### src/rtl/xor_lane_sched.sv
// xor_lane_sched: one registered XOR unit shared by two requester lanes.
// A round-robin arbiter grants one transaction at a time. The result comes
// back on the owner lane's response channel, and saturating per-lane grant
// counters track usage for debug.
//
// Ports:
//   clk, rst                  clock; synchronous active-high reset
//   req_valid0/1, req_ready0/1  request handshake per lane
//   a0/b0, a1/b1              operand pairs (WIDTH bits)
//   resp_valid0/1, resp_ready0/1  response handshake per lane
//   c0/c1                     results; zero when the lane does not own DONE
//   busy                      high whenever the unit is not idle
//   grant_cnt0/1              saturating grant counters (CNT_W bits)
module xor_lane_sched #(
    parameter int WIDTH = 8,
    parameter int CNT_W = 8
) (
    input  logic             clk,
    input  logic             rst,
    input  logic             req_valid0,
    output logic             req_ready0,
    input  logic [WIDTH-1:0] a0,
    input  logic [WIDTH-1:0] b0,
    output logic             resp_valid0,
    input  logic             resp_ready0,
    output logic [WIDTH-1:0] c0,
    input  logic             req_valid1,
    output logic             req_ready1,
    input  logic [WIDTH-1:0] a1,
    input  logic [WIDTH-1:0] b1,
    output logic             resp_valid1,
    input  logic             resp_ready1,
    output logic [WIDTH-1:0] c1,
    output logic             busy,
    output logic [CNT_W-1:0] grant_cnt0,
    output logic [CNT_W-1:0] grant_cnt1
);

    typedef enum logic [1:0] {
        IDLE = 2'd0,
        EXEC = 2'd1,
        DONE = 2'd2
    } state_t;

    state_t           state;
    state_t           state_nxt;
    logic             prio;
    logic             owner;
    logic             winner;
    logic             any_valid;
    logic             accept;
    logic [WIDTH-1:0] op_a;
    logic [WIDTH-1:0] op_b;
    logic [WIDTH-1:0] result;
    logic [CNT_W-1:0] cnt0;
    logic [CNT_W-1:0] cnt1;

    // A lone requester wins regardless of prio; prio only breaks ties.
    always_comb begin
        any_valid = req_valid0 | req_valid1;
        if (req_valid0 && !req_valid1) begin
            winner = 1'b0;
        end else if (req_valid1 && !req_valid0) begin
            winner = 1'b1;
        end else begin
            winner = prio;
        end
    end

    always_comb begin
        state_nxt   = state;
        req_ready0  = 1'b0;
        req_ready1  = 1'b0;
        resp_valid0 = 1'b0;
        resp_valid1 = 1'b0;
        c0          = '0;
        c1          = '0;
        case (state)
            IDLE: begin
                if (!rst && any_valid) begin
                    req_ready0 = ~winner;
                    req_ready1 = winner;
                    state_nxt  = EXEC;
                end
            end
            EXEC: begin
                state_nxt = DONE;
            end
            DONE: begin
                if (owner) begin
                    resp_valid1 = 1'b1;
                    c1          = result;
                    if (resp_ready1) state_nxt = IDLE;
                end else begin
                    resp_valid0 = 1'b1;
                    c0          = result;
                    if (resp_ready0) state_nxt = IDLE;
                end
            end
            default: begin
                state_nxt = IDLE;
            end
        endcase
    end

    assign accept     = req_ready0 | req_ready1;
    assign busy       = (state != IDLE);
    assign grant_cnt0 = cnt0;
    assign grant_cnt1 = cnt1;

    always_ff @(posedge clk) begin
        if (rst) begin
            state  <= IDLE;
            prio   <= 1'b0;
            owner  <= 1'b0;
            op_a   <= '0;
            op_b   <= '0;
            result <= '0;
            cnt0   <= '0;
            cnt1   <= '0;
        end else begin
            state <= state_nxt;
            if (accept) begin
                op_a  <= winner ? a1 : a0;
                op_b  <= winner ? b1 : b0;
                owner <= winner;
                if (winner) begin
                    if (cnt1 != '1) cnt1 <= cnt1 + 1'b1;
                end else begin
                    if (cnt0 != '1) cnt0 <= cnt0 + 1'b1;
                end
            end
            if (state == EXEC) begin
                result <= op_a ^ op_b;
            end
            // Hand priority to the other lane once the response is taken.
            if (state == DONE && state_nxt == IDLE) begin
                prio <= ~owner;
            end
        end
    end

endmodule
### config.mk
export PLATFORM = sky130hd
export DESIGN_NAME = xor_lane_sched
export DESIGN_NICKNAME = d
export VERILOG_FILES = /design/src/rtl/xor_lane_sched.sv
export SDC_FILE = /design/constraint.sdc
export NUM_CORES = 1
export LEC_CHECK = 0
export BUFFER_PORTS_ARGS = -buffer_cell sky130_fd_sc_hd__buf_2
export CORE_MARGIN = 10
export CORE_UTILIZATION = 45
export CTS_BUF_LIST = sky130_fd_sc_hd__clkbuf_16
export DETAILED_ROUTE_END_ITERATION = 8
export GPL_ROUTABILITY_DRIVEN = 0
export HOLD_SLACK_MARGIN = 0.05
export PLACE_DENSITY = 0.81
export SYNTH_ARGS = -nofsm -noshare
export SYNTH_HDL_FRONTEND = slang
export SYNTH_SLANG_ARGS = --single-unit
export TNS_END_PERCENT = 20
### constraint.sdc
create_clock -name clk -period 2.4 [get_ports clk]
set_input_delay 0.36 -clock clk [delete_from_list [all_inputs] [get_ports clk]]
set_output_delay 0.36 -clock clk [all_outputs]
set_load 0.05 [all_outputs]
==> out/qor.csv, run 1 <==
stage;metric;value;unit
timing;skew;0.00749;ns
worst_setup_path;critPathLaunchType;flop;
worst_setup_path;r2r-start;state[1];
global_route;grt_remaining_overflow;0;
timing;hold_viol_final;0;
power_and_ir_drop;seqPwrFrac;43.5;%
floorplanning;die_w;88.5;µm
worst_setup_path;rr_worst_depth;4;
power_and_ir_drop;p_per_area;711;nW/µm²
logic_synthesis;yosysUniqueCellTypes;40;
logic_synthesis;synth_nets;299;
logic_synthesis;synth.yosys.seq_area_share;41.8;%
global_route;grt_pass1_wl;9130;µm
floorplanning;initial_core_util;47.5;%
timing;fin_crit_sh;89.4;%
logic_synthesis;synth_area_leaders;dfxtp_1, nand2_1, nor2_1;
drt;dr.pass1.iters;4;
clocking;cts_setup_buffers;0;
clocking;insertion_delay;0.28;ns
global_route;grt_pass1_vias;2025;
clocking;clk_pin_slew;0.06;ns
power_and_ir_drop;power_frac_clock;39.7;%
global_route;grt_max_degree;29;
global_route;use_met2;22.4;%
timing;slew_headroom;66.2;%
logic_synthesis;syn_inst;259;
drt;drcViolationCount;0;
floorplanning;core-area;4440;µm²
clocking;root_buffer;clkbuf_16;
worst_setup_path;worst-setup-path-type;flop to output port;
floorplanning;dieArea;7830;µm²
min_path;min_from;a0[1];
drt;vias_per_cell;5.44;
timing;fin_crit;2.15;ns
global_route;use_met3;5.70;%
worst_setup_path;crit_fanout;9;
min_path;whs_endpoint;op_a[1];
run_status;status;finished clean;
clocking;cts_hold_buf;0;
timing;tightest_slew;0.507;ns
clocking;numCtsBuffers;5;
clocking;htreeDepth;2;
global_route;antenna_found_initial;0;
final_layout;drive_above_1_share;27.7;%
timing;grt_setup_unrepaired;false;
timing;finalSetupViolCount;0;
drt;drt_iter0_drc;140;
floorplanning;num_rows;24;
power_and_ir_drop;p_sw;0.000516;W
power_and_ir_drop;p_leak;1.20;nW
clocking;cts.sinks;44;
power_and_ir_drop;p_sw_share;26.9;%
final_layout;nets;371;
final_layout;fillers;405;
final_layout;syn2layout_area_growth;27.8;%
worst_setup_path;r2r_slack;0.60;ns
drt;vias;2088;
logic_synthesis;synth_top_area_share;41.8;%
global_route;busiest_layer;met2;
power_and_ir_drop;p_int;0.00140;W
timing;slew_violations;0;
logic_synthesis;synth_seq_cells;44;
logic_synthesis;ys_warn_count;0;
power_and_ir_drop;peakVddDrop;0.000362;V
final_layout;n_antenna_cell;0;
power_and_ir_drop;total_power;0.00192;W
min_path;whs_path_depth;3;
timing;setup_tns;0;ns
worst_setup_path;crit_arrival;1.79;ns
min_path;hold_path_class;input port to flop;
logic_synthesis;synth_area;2110;µm²
placed_design;hpwl;4240;µm
drt;antenna_left;0;
global_route;track_usage;14.3;%
logic_synthesis;yosysTopAreaCell;dfxtp_1;
placed_design;port_buffers;74;
flow_run;maxCapViolCount;0;
power_and_ir_drop;p_comb_share;16.9;%
floorplanning;io_pins;75;
worst_setup_path;crit_required;2.04;ns
clocking;clockBufferDepth;2;
clocking;cts_tree;yes;
logic_synthesis;syn_avg_cell_area;8.14;µm²
worst_setup_path;r2r_end;grant_cnt0[6];
global_route;gr-usage-met1;17.9;%
clocking;ctsResizeCount;0;
drt;wl;5520;µm
drt;wl_per_cell;14.4;µm
floorplanning;die_h;88.5;µm
worst_setup_path;setup.worst_path.end_class;output port;
timing;fmax;466;MHz
worst_setup_path;cp-startpoint;state[1];
## per-layer routing
metal  part of all wire (%)  vias up  routed length [µm]
met1                     46      933                2560
met3                    8.3        9                 461
li1                       -     1072                   -
met5                      0        -                   0
met2                     44       74                2420
met4                    1.3        0                  72
## through the flow
stage	worst slack [ns]	instances	utilization (%)	hold slack, ns	area, µm²
finish	0.255	384	60.7	0.339	2700
global route	0.0656	384	60.7	0.336	2700
CTS	0.211	384	60.7	0.335	2700
detailed placement	0.457	376	56.9	0.490	2530
global placement	0.466	376	56.9	0.479	2530
floorplan	0.256	259	-	0.482	2110
## critical path, stage by stage (launching register included)
cell and delay, ns:
dfxtp_1 0.40, nor2b_1 0.19, nor2b_1 0.45, and2_1 0.20
buf_2 0.26
## worst max path at each step
stage	endpoint	cells past startpoint	slack [ns]
3_5_place_dp	grant_cnt0[6]	5	0.46
4_1_cts	c0[1]	4	0.21
3_3_place_gp	grant_cnt0[6]	5	0.47
2_1_floorplan	c0[0]	4	0.26
5_1_grt	c0[4]	4	0.07
6_report	c0[1]	4	0.25
## layout make-up
type / instances / area (µm²) / share of cell area, %
Clock buffer: 5 / 125 / 4.64
Tap cell: 52 / 65.1 / 2.41
Inverter: 4 / 15.0 / 0.557
Clock inverter: 3 / 42.5 / 1.58
Multi-Input combinational cell: 197 / 1160 / 43.0
Sequential cell: 44 / 881 / 32.7
Timing Repair Buffer: 79 / 408 / 15.1
## flip-flops by register name (all words and copies together) (netlist names)
register	cells
grant_cnt0	8
grant_cnt1	8
op_a	8
op_b	8
result	8
state	2
owner	1
prio	1
## power by group through the flow
stage | sequential [W] | combinational [W] | clock, W
final | 0.000834 | 0.000323 | 0.000760
after global routing | 0.000841 | 0.000360 | 0.000805
after CTS | 0.000834 | 0.000326 | 0.000772
after detailed placement | 0.000849 | 0.000325 | 0
after global placement | 0.000846 | 0.000318 | 0
after floorplan | 0.000845 | 0.000227 | 0
## Yosys cell counts (all sizes together)
cell type	n
nand3b	1
nand3	5
o211ai	1
o31ai	4
and2	10
xnor2	9
mux2i	3
xor2	2
a211oi	8
o311ai	3
and3	8
ha	2
a21o	1
o41ai	1
or2	2
and4	1
dfxtp	44
nand2	38
inv	4
or3	6
or4b	1
a21bo	1
buf	3
nand2b	3
or4	2
a311oi	13
nor2b	3
clkbuf	11
o21ai	11
a41oi	1
a21boi	1
a21oi	12
nand4	3
and2b	1
nor3	1
o2111ai	2
nor2	34
a31oi	3
## cells in the final DEF, fill, tap and decap left out, drive strengths merged, types with 2 or more instances in the layout
cell      n
o311ai    3
nand4     3
ha        2
o31ai     4
nand2    38
a211oi    8
nand2b    3
and2     10
or4       2
dfxtp    44
or2       2
or3       6
a31oi     3
a311oi   13
and3      8
inv       4
o2111ai   2
a21oi    12
xor2      2
clkbuf    5
mux2i     3
nand3     5
buf      79
nor2b     3
o21ai    11
xnor2     9
nor2     34
## kinds of logic after synthesis
group,synth area share (%)
muxes,1.42
DFF,41.8
and+or+nand+nor,27.3
AOI/OAI and AO/OA,20.5
buffers and inverters,3.26
xor gates and xnor gates,4.57
adders and majority gates,1.19
(Power assumes the default switching activity.)
==> run 2: changes to the inputs <==
Clock period 2.4 ns to 2.7 ns, I/O delays scaled along.
==> run 2 against run 1 <==
Against the previous run:
- power decreased by 13%
- final area down 0.74%
- clock power down 15%
- clock skew down 0.0040 ns
- combinational power fell by 12%
- sequential power is 11% lower
- wire length fell by 0.16%
- highest routed layer unchanged
==> out/qor.csv, run 2 (synthesis gave the netlist of run 1 again) <==
stage;metric;value;unit;change
run_status;status;finished clean;;
final_layout;n_antenna_cell;0;;unchanged
clocking;insertion_delay;0.28;ns;about the same
power_and_ir_drop;p_comb_share;17.0;%;about the same
final_layout;final_util;60.2;%;-0.45 points
min_path;min_from;a1[4];;
timing;fmax;425;MHz;
floorplanning;core-area;4440;µm²;unchanged
power_and_ir_drop;total_power;0.00167;W;-13%
final_layout;nets;370;;-0.27%
timing;tightest_slew;0.536;ns;+0.0288 ns
placed_design;port_buffers;74;;unchanged
clocking;numCtsBuffers;5;;unchanged
timing;fin_crit_sh;87.1;%;
floorplanning;num_rows;24;;unchanged
drt;drcViolationCount;0;;unchanged
min_path;hold_path_class;input port to flop;;
floorplanning;initial_core_util;47.5;%;unchanged
worst_setup_path;crit_family;simple AND/OR/NAND/NOR gates;;
timing;slew_violations;0;;unchanged
worst_setup_path;crit_chain;nor3_1, nand3_1, inv_1, buf_2;;
final_layout;drive_above_1_share;27.1;%;-0.66 points
placed_design;preCtsSetupSlack;0.527;ns;+0.0702 ns
worst_setup_path;cp_slowest_stage_delay;0.48;ns;+0.03 ns
timing;finalSetupViolCount;0;;unchanged
clocking;cts_tree;yes;;
power_and_ir_drop;p_per_area;624;nW/µm²;-12%
power_and_ir_drop;p_sw_share;26.0;%;-0.91 points
worst_setup_path;cp-startpoint;state[1];;
global_route;grt_pass1_vias;1958;;-3.3%
final_layout;layout_commonest_cell;buf_2;;
drt;drt_iter0_drc;161;;+15%
final_layout;syn2layout_area_growth;26.9;%;
clocking;cts_hold_buf;0;;unchanged
final_layout;final_cell_mix;buf_2, dfxtp_1, nand2_1, nor2_1, a311oi_1;;
timing;fin_crit;2.35;ns;
global_route;grt_remaining_overflow;0;;unchanged
worst_setup_path;crit_required;2.30;ns;+0.26 ns
power_and_ir_drop;p_sw;0.000434;W;-16%
drt;wl_per_cell;14.5;µm;+0.62%
final_layout;seq_area;881;µm²;unchanged
drt;dr.pass1.iters;4;;unchanged
worst_setup_path;critPathLaunchType;flop;;
power_and_ir_drop;seqPwrFrac;44.4;%;+0.9 points
worst_setup_path;crit_arrival;1.95;ns;+0.16 ns
timing;setup_ws;0.349;ns;+0.0946 ns
clocking;htreeDepth;2;;unchanged
flow_run;maxCapViolCount;0;;unchanged
clocking;clockBufferDepth;2;;unchanged
placed_design;hpwl;4260;µm;+0.44%
final_layout;multi_input_area;1160;µm²;unchanged
global_route;grt_max_degree;38;;+31%
final_layout;instances_no_fill;381;;-0.78%
timing;hold_viol_final;0;;unchanged
clocking;clk_pin_slew;0.06;ns;about the same
min_path;whs_path_depth;3;;unchanged
global_route;antenna_found_initial;0;;unchanged
power_and_ir_drop;peakVddDrop;0.000374;V;+3.4%
worst_setup_path;worst-setup-path-type;flop to output port;;
floorplanning;dieArea;7830;µm²;unchanged
worst_setup_path;r2r-start;state[1];;
min_path;whs_endpoint;op_a[4];;
clocking;root_buffer;clkbuf_16;;
global_route;track_usage;14.1;%;-0.16 points
clocking;cts.sinks;44;;unchanged
drt;vias_per_cell;5.42;;-0.27%
drt;antenna_left;0;;unchanged
worst_setup_path;slowest_stage;nor3_1;;
clocking;ctsResizeCount;0;;unchanged
timing;slew_headroom;64.0;%;-2.2 points
drt;vias;2066;;-1.1%
power_and_ir_drop;p_int;0.00123;W;-12%
placed_design;place_inst;375;;-0.27%
worst_setup_path;cp.buffers_inverters;2;;+1
drt;wl;5510;µm;-0.16%
worst_setup_path;r2r_slack;0.81;ns;+0.21 ns
floorplanning;io_pins;75;;unchanged
timing;setup_tns;0;ns;unchanged
timing;grt_setup_unrepaired;false;;
timing;skew;0.00354;ns;-0.00395 ns
floorplanning;die_h;88.5;µm;unchanged
floorplanning;die_w;88.5;µm;unchanged
power_and_ir_drop;power_frac_clock;38.6;%;-1.1 points
global_route;grt_pass1_wl;9060;µm;-0.76%
power_and_ir_drop;p_leak;1.19;nW;-0.75%
final_layout;fillers;404;;-0.25%
worst_setup_path;rr_worst_depth;4;;unchanged
worst_setup_path;setup.worst_path.end_class;output port;;
worst_setup_path;crit_fanout;10;;+1
worst_setup_path;r2r_end;grant_cnt1[6];;
clocking;cts_setup_buffers;0;;unchanged
[run 2: metrics by stage]
step                cell area (µm²)  hold WS, ns
detailed placement             2520        0.487
CTS                            2680        0.384
global placement               2520        0.479
finish                         2680        0.383
floorplan                      2110        0.482
global route                   2680        0.392
[run 2: layout make-up]
class	count	share of cell area, %
clock buffers	5	4.68
clock inverters	1	1.12
inverters	4	0.561
multi-input cells	197	43.3
flip-flops and latches	44	32.9
well taps	52	2.43
repair buffers	78	15.0
[run 2: worst reg2reg max path: stages (launching register included)]
cell	delay (ns)
dfxtp_1	0.33
nor3_1	0.48
nand3_1	0.38
o311ai_0	0.42
o41ai_1	0.14
[run 2: power by group through the flow]
stage | Clock (W) | Combinational [W] | Sequential [W]
final | 0.000644 | 0.000284 | 0.000741
after global placement | 0 | 0.000279 | 0.000751
after global routing | 0.000675 | 0.000321 | 0.000747
after floorplan | 0 | 0.000202 | 0.000751
after CTS | 0.000656 | 0.000287 | 0.000741
after detailed placement | 0 | 0.000286 | 0.000755
[run 2: how the worst max path moves through the flow]
stage                       endpoint  depth (start not counted)
after floorplan                c0[0]                          4
after global placement    req_ready1                          5
after detailed placement  req_ready1                          5
after CTS                 req_ready1                          4
after global routing      req_ready1                          4
final                     req_ready1                          4
[run 2: routing by layer]
metal | up-vias | global-route usage (%) | routed length [µm]
met5 | - | 0 | 0
met4 | 0 | 3.08 | 36
met1 | 907 | 17.9 | 2510
met3 | 5 | 5.24 | 551
li1 | 1078 | - | -
met2 | 76 | 22.3 | 2420
==> run 3: changes to the inputs <==
Settings changed: CORE_UTILIZATION 45 to 53, PLACE_DENSITY 0.81 to 0.92.
==> run 3 against run 2 <==
Against the previous run:
- fmax decreased by 0.79%
- clock power decreased by 9.0%
- setup slack got worse by 0.019 ns
- wire length increased by 3.5%
- core utilization increased by 11 points
- die area decreased by 12%
- global-route usage increased by 1.9 points
- worst hold slack got worse by 0.011 ns
- final area decreased by 0.61%
==> out/qor.csv, run 3 (synthesis gave the netlist of run 1 again) <==
stage;metric;value;unit;change
floorplanning;die_h;83.1;µm;-6.1%
clocking;htreeDepth;2;;unchanged
global_route;antenna_found_initial;0;;unchanged
floorplanning;dieArea;6900;µm²;-12%
worst_setup_path;crit_chain;nor3_1, nand3_1, inv_1, buf_2;;
min_path;hold_path_class;input port to flop;;
final_layout;syn2layout_area_growth;26.1;%;
worst_setup_path;critPathLaunchType;flop;;
worst_setup_path;r2r-start;state[1];;
final_layout;final_cell_mix;buf_2, dfxtp_1, nand2_1, nor2_1, a311oi_1;;
worst_setup_path;crit_family;simple AND/OR/NAND/NOR gates;;
final_layout;nets;370;;unchanged
worst_setup_path;cp_slowest_stage_delay;0.48;ns;about the same
clocking;insertion_delay;0.29;ns;about the same
clocking;cts.sinks;44;;unchanged
worst_setup_path;slowest_stage;nor3_1;;
final_layout;drive_above_1_share;27.5;%;+0.44 points
run_status;status;finished clean;;
placed_design;place_area;2520;µm²;-0.20%
timing;hold_viol_final;0;;unchanged
worst_setup_path;setup.worst_path.end_class;output port;;
timing;skew;0.00451;ns;+0.000975 ns
timing;slew_headroom;64.2;%;+0.24 points
global_route;grt_max_degree;38;;unchanged
worst_setup_path;r2r_slack;0.82;ns;about the same
worst_setup_path;crit_fanout;10;;unchanged
drt;vias_per_cell;5.62;;+3.6%
clocking;numCtsBuffers;5;;unchanged
clocking;root_buffer;clkbuf_16;;
drt;dr.pass1.iters;4;;unchanged
power_and_ir_drop;p_leak;1.19;nW;-0.18%
worst_setup_path;endpoint;req_ready1;;
floorplanning;initial_core_util;56.4;%;+8.9 points
clocking;ctsResizeCount;0;;unchanged
worst_setup_path;worst-setup-path-type;flop to output port;;
worst_setup_path;cp-startpoint;state[1];;
final_layout;n_antenna_cell;0;;unchanged
drt;drt_iter0_drc;122;;-24%
worst_setup_path;crit_required;2.30;ns;about the same
drt;drcViolationCount;0;;unchanged
worst_setup_path;crit_arrival;1.96;ns;about the same
flow_run;maxCapViolCount;0;;unchanged
floorplanning;num_rows;22;;-8.3%
floorplanning;core-area;3740;µm²;-16%
drt;wl;5710;µm;+3.5%
floorplanning;die_w;83.1;µm;-6.1%
timing;fmax;422;MHz;-0.79%
timing;fin_crit_sh;87.8;%;+0.69 points
final_layout;stdcell_area;2660;µm²;-0.61%
power_and_ir_drop;peakVddDrop;0.000351;V;-6.3%
placed_design;hpwl;4180;µm;-1.8%
drt;wl_per_cell;15.1;µm;+4.1%
placed_design;port_buffers;74;;unchanged
floorplanning;io_pins;75;;unchanged
final_layout;layout_commonest_cell;buf_2;;
worst_setup_path;r2r_end;grant_cnt1[4];;
global_route;track_usage;16.0;%;+1.9 points
drt;antenna_left;0;;unchanged
worst_setup_path;cp.buffers_inverters;2;;unchanged
timing;fin_crit;2.37;ns;+0.0187 ns
worst_setup_path;path_depth;4;;unchanged
clocking;clockBufferDepth;2;;unchanged
timing;slew_violations;0;;unchanged
timing;whs;0.372;ns;-0.0109 ns
drt;vias;2130;;+3.1%
timing;tightest_slew;0.533;ns;-0.00354 ns
worst_setup_path;rr_worst_depth;4;;unchanged
global_route;grt_pass1_vias;2101;;+7.3%
timing;finalSetupViolCount;0;;unchanged
clocking;cts_setup_buffers;0;;unchanged
clocking;clk_pin_slew;0.06;ns;about the same
timing;grt_setup_unrepaired;false;;
power_and_ir_drop;total_power;0.00161;W;-3.3%
global_route;grt_remaining_overflow;0;;unchanged
power_and_ir_drop;p_per_area;606;nW/µm²;-2.7%
global_route;grt_pass1_wl;9640;µm;+6.4%
clocking;cts_hold_buf;0;;unchanged
clocking;cts_tree;yes;;
timing;setup_tns;0;ns;unchanged
-- run 3: area by class of cell --
| class | count | area (µm²) |
|---|---|---|
| Multi-Input combinational cell | 197 | 1160 |
| Fill cell | 293 | 1080 |
| Sequential cell | 44 | 881 |
| Timing Repair Buffer | 78 | 400 |
| Clock buffer | 5 | 125 |
| Tap cell | 48 | 60.1 |
| Clock inverter | 3 | 18.8 |
| Inverter | 4 | 15.0 |
-- run 3: worst min path at each step --
stage | endpoint | slack (ns) | start | depth (start not counted)
after floorplan | result[2] | 0.48 | result[2] | 2
after global placement | grant_cnt0[7] | 0.48 | grant_cnt0[7] | 2
after detailed placement | grant_cnt0[7] | 0.50 | grant_cnt0[7] | 2
after CTS | op_a[7] | 0.37 | a0[7] | 3
after global routing | op_a[7] | 0.38 | a0[7] | 3
final | op_a[7] | 0.37 | a0[7] | 3
-- run 3: power breakdown --
group	switching (W)	total (W)	leakage, nW	internal (W)
clock	0.000245	0.000586	0.0736	0.000340
sequential	0.0000414	0.000740	0.360	0.000698
combinational	0.000177	0.000288	0.759	0.000111
-- run 3: through the flow --
| step | setup WS (ns) | util (%) | cells |
|---|---|---|---|
| floorplan | 0.511 | - | 259 |
| global placement | 0.616 | 67.2 | 371 |
| detailed placement | 0.537 | 67.2 | 371 |
| CTS | 0.357 | 71.1 | 379 |
| global route | 0.106 | 71.1 | 379 |
| finish | 0.331 | 71.1 | 379 |
-- run 3: layer usage --
metal  GRT usage (%)  routed length [µm]  vias up  part of all wire, %
met5               0                   0        -                    0
met4            7.08                 162        0                  2.8
met3            6.45                 511       16                  9.0
met2            24.4                2500      100                   44
met1            19.3                2540      945                   44
li1                -                   -     1069                    -
-- run 3: worst reg2reg max path, cell delays in order, from the launching register on --
cell,delay [ns]
dfxtp_1,0.33
nor3_1,0.48
nand3_1,0.38
or3_1,0.46
a21oi_1,0.16
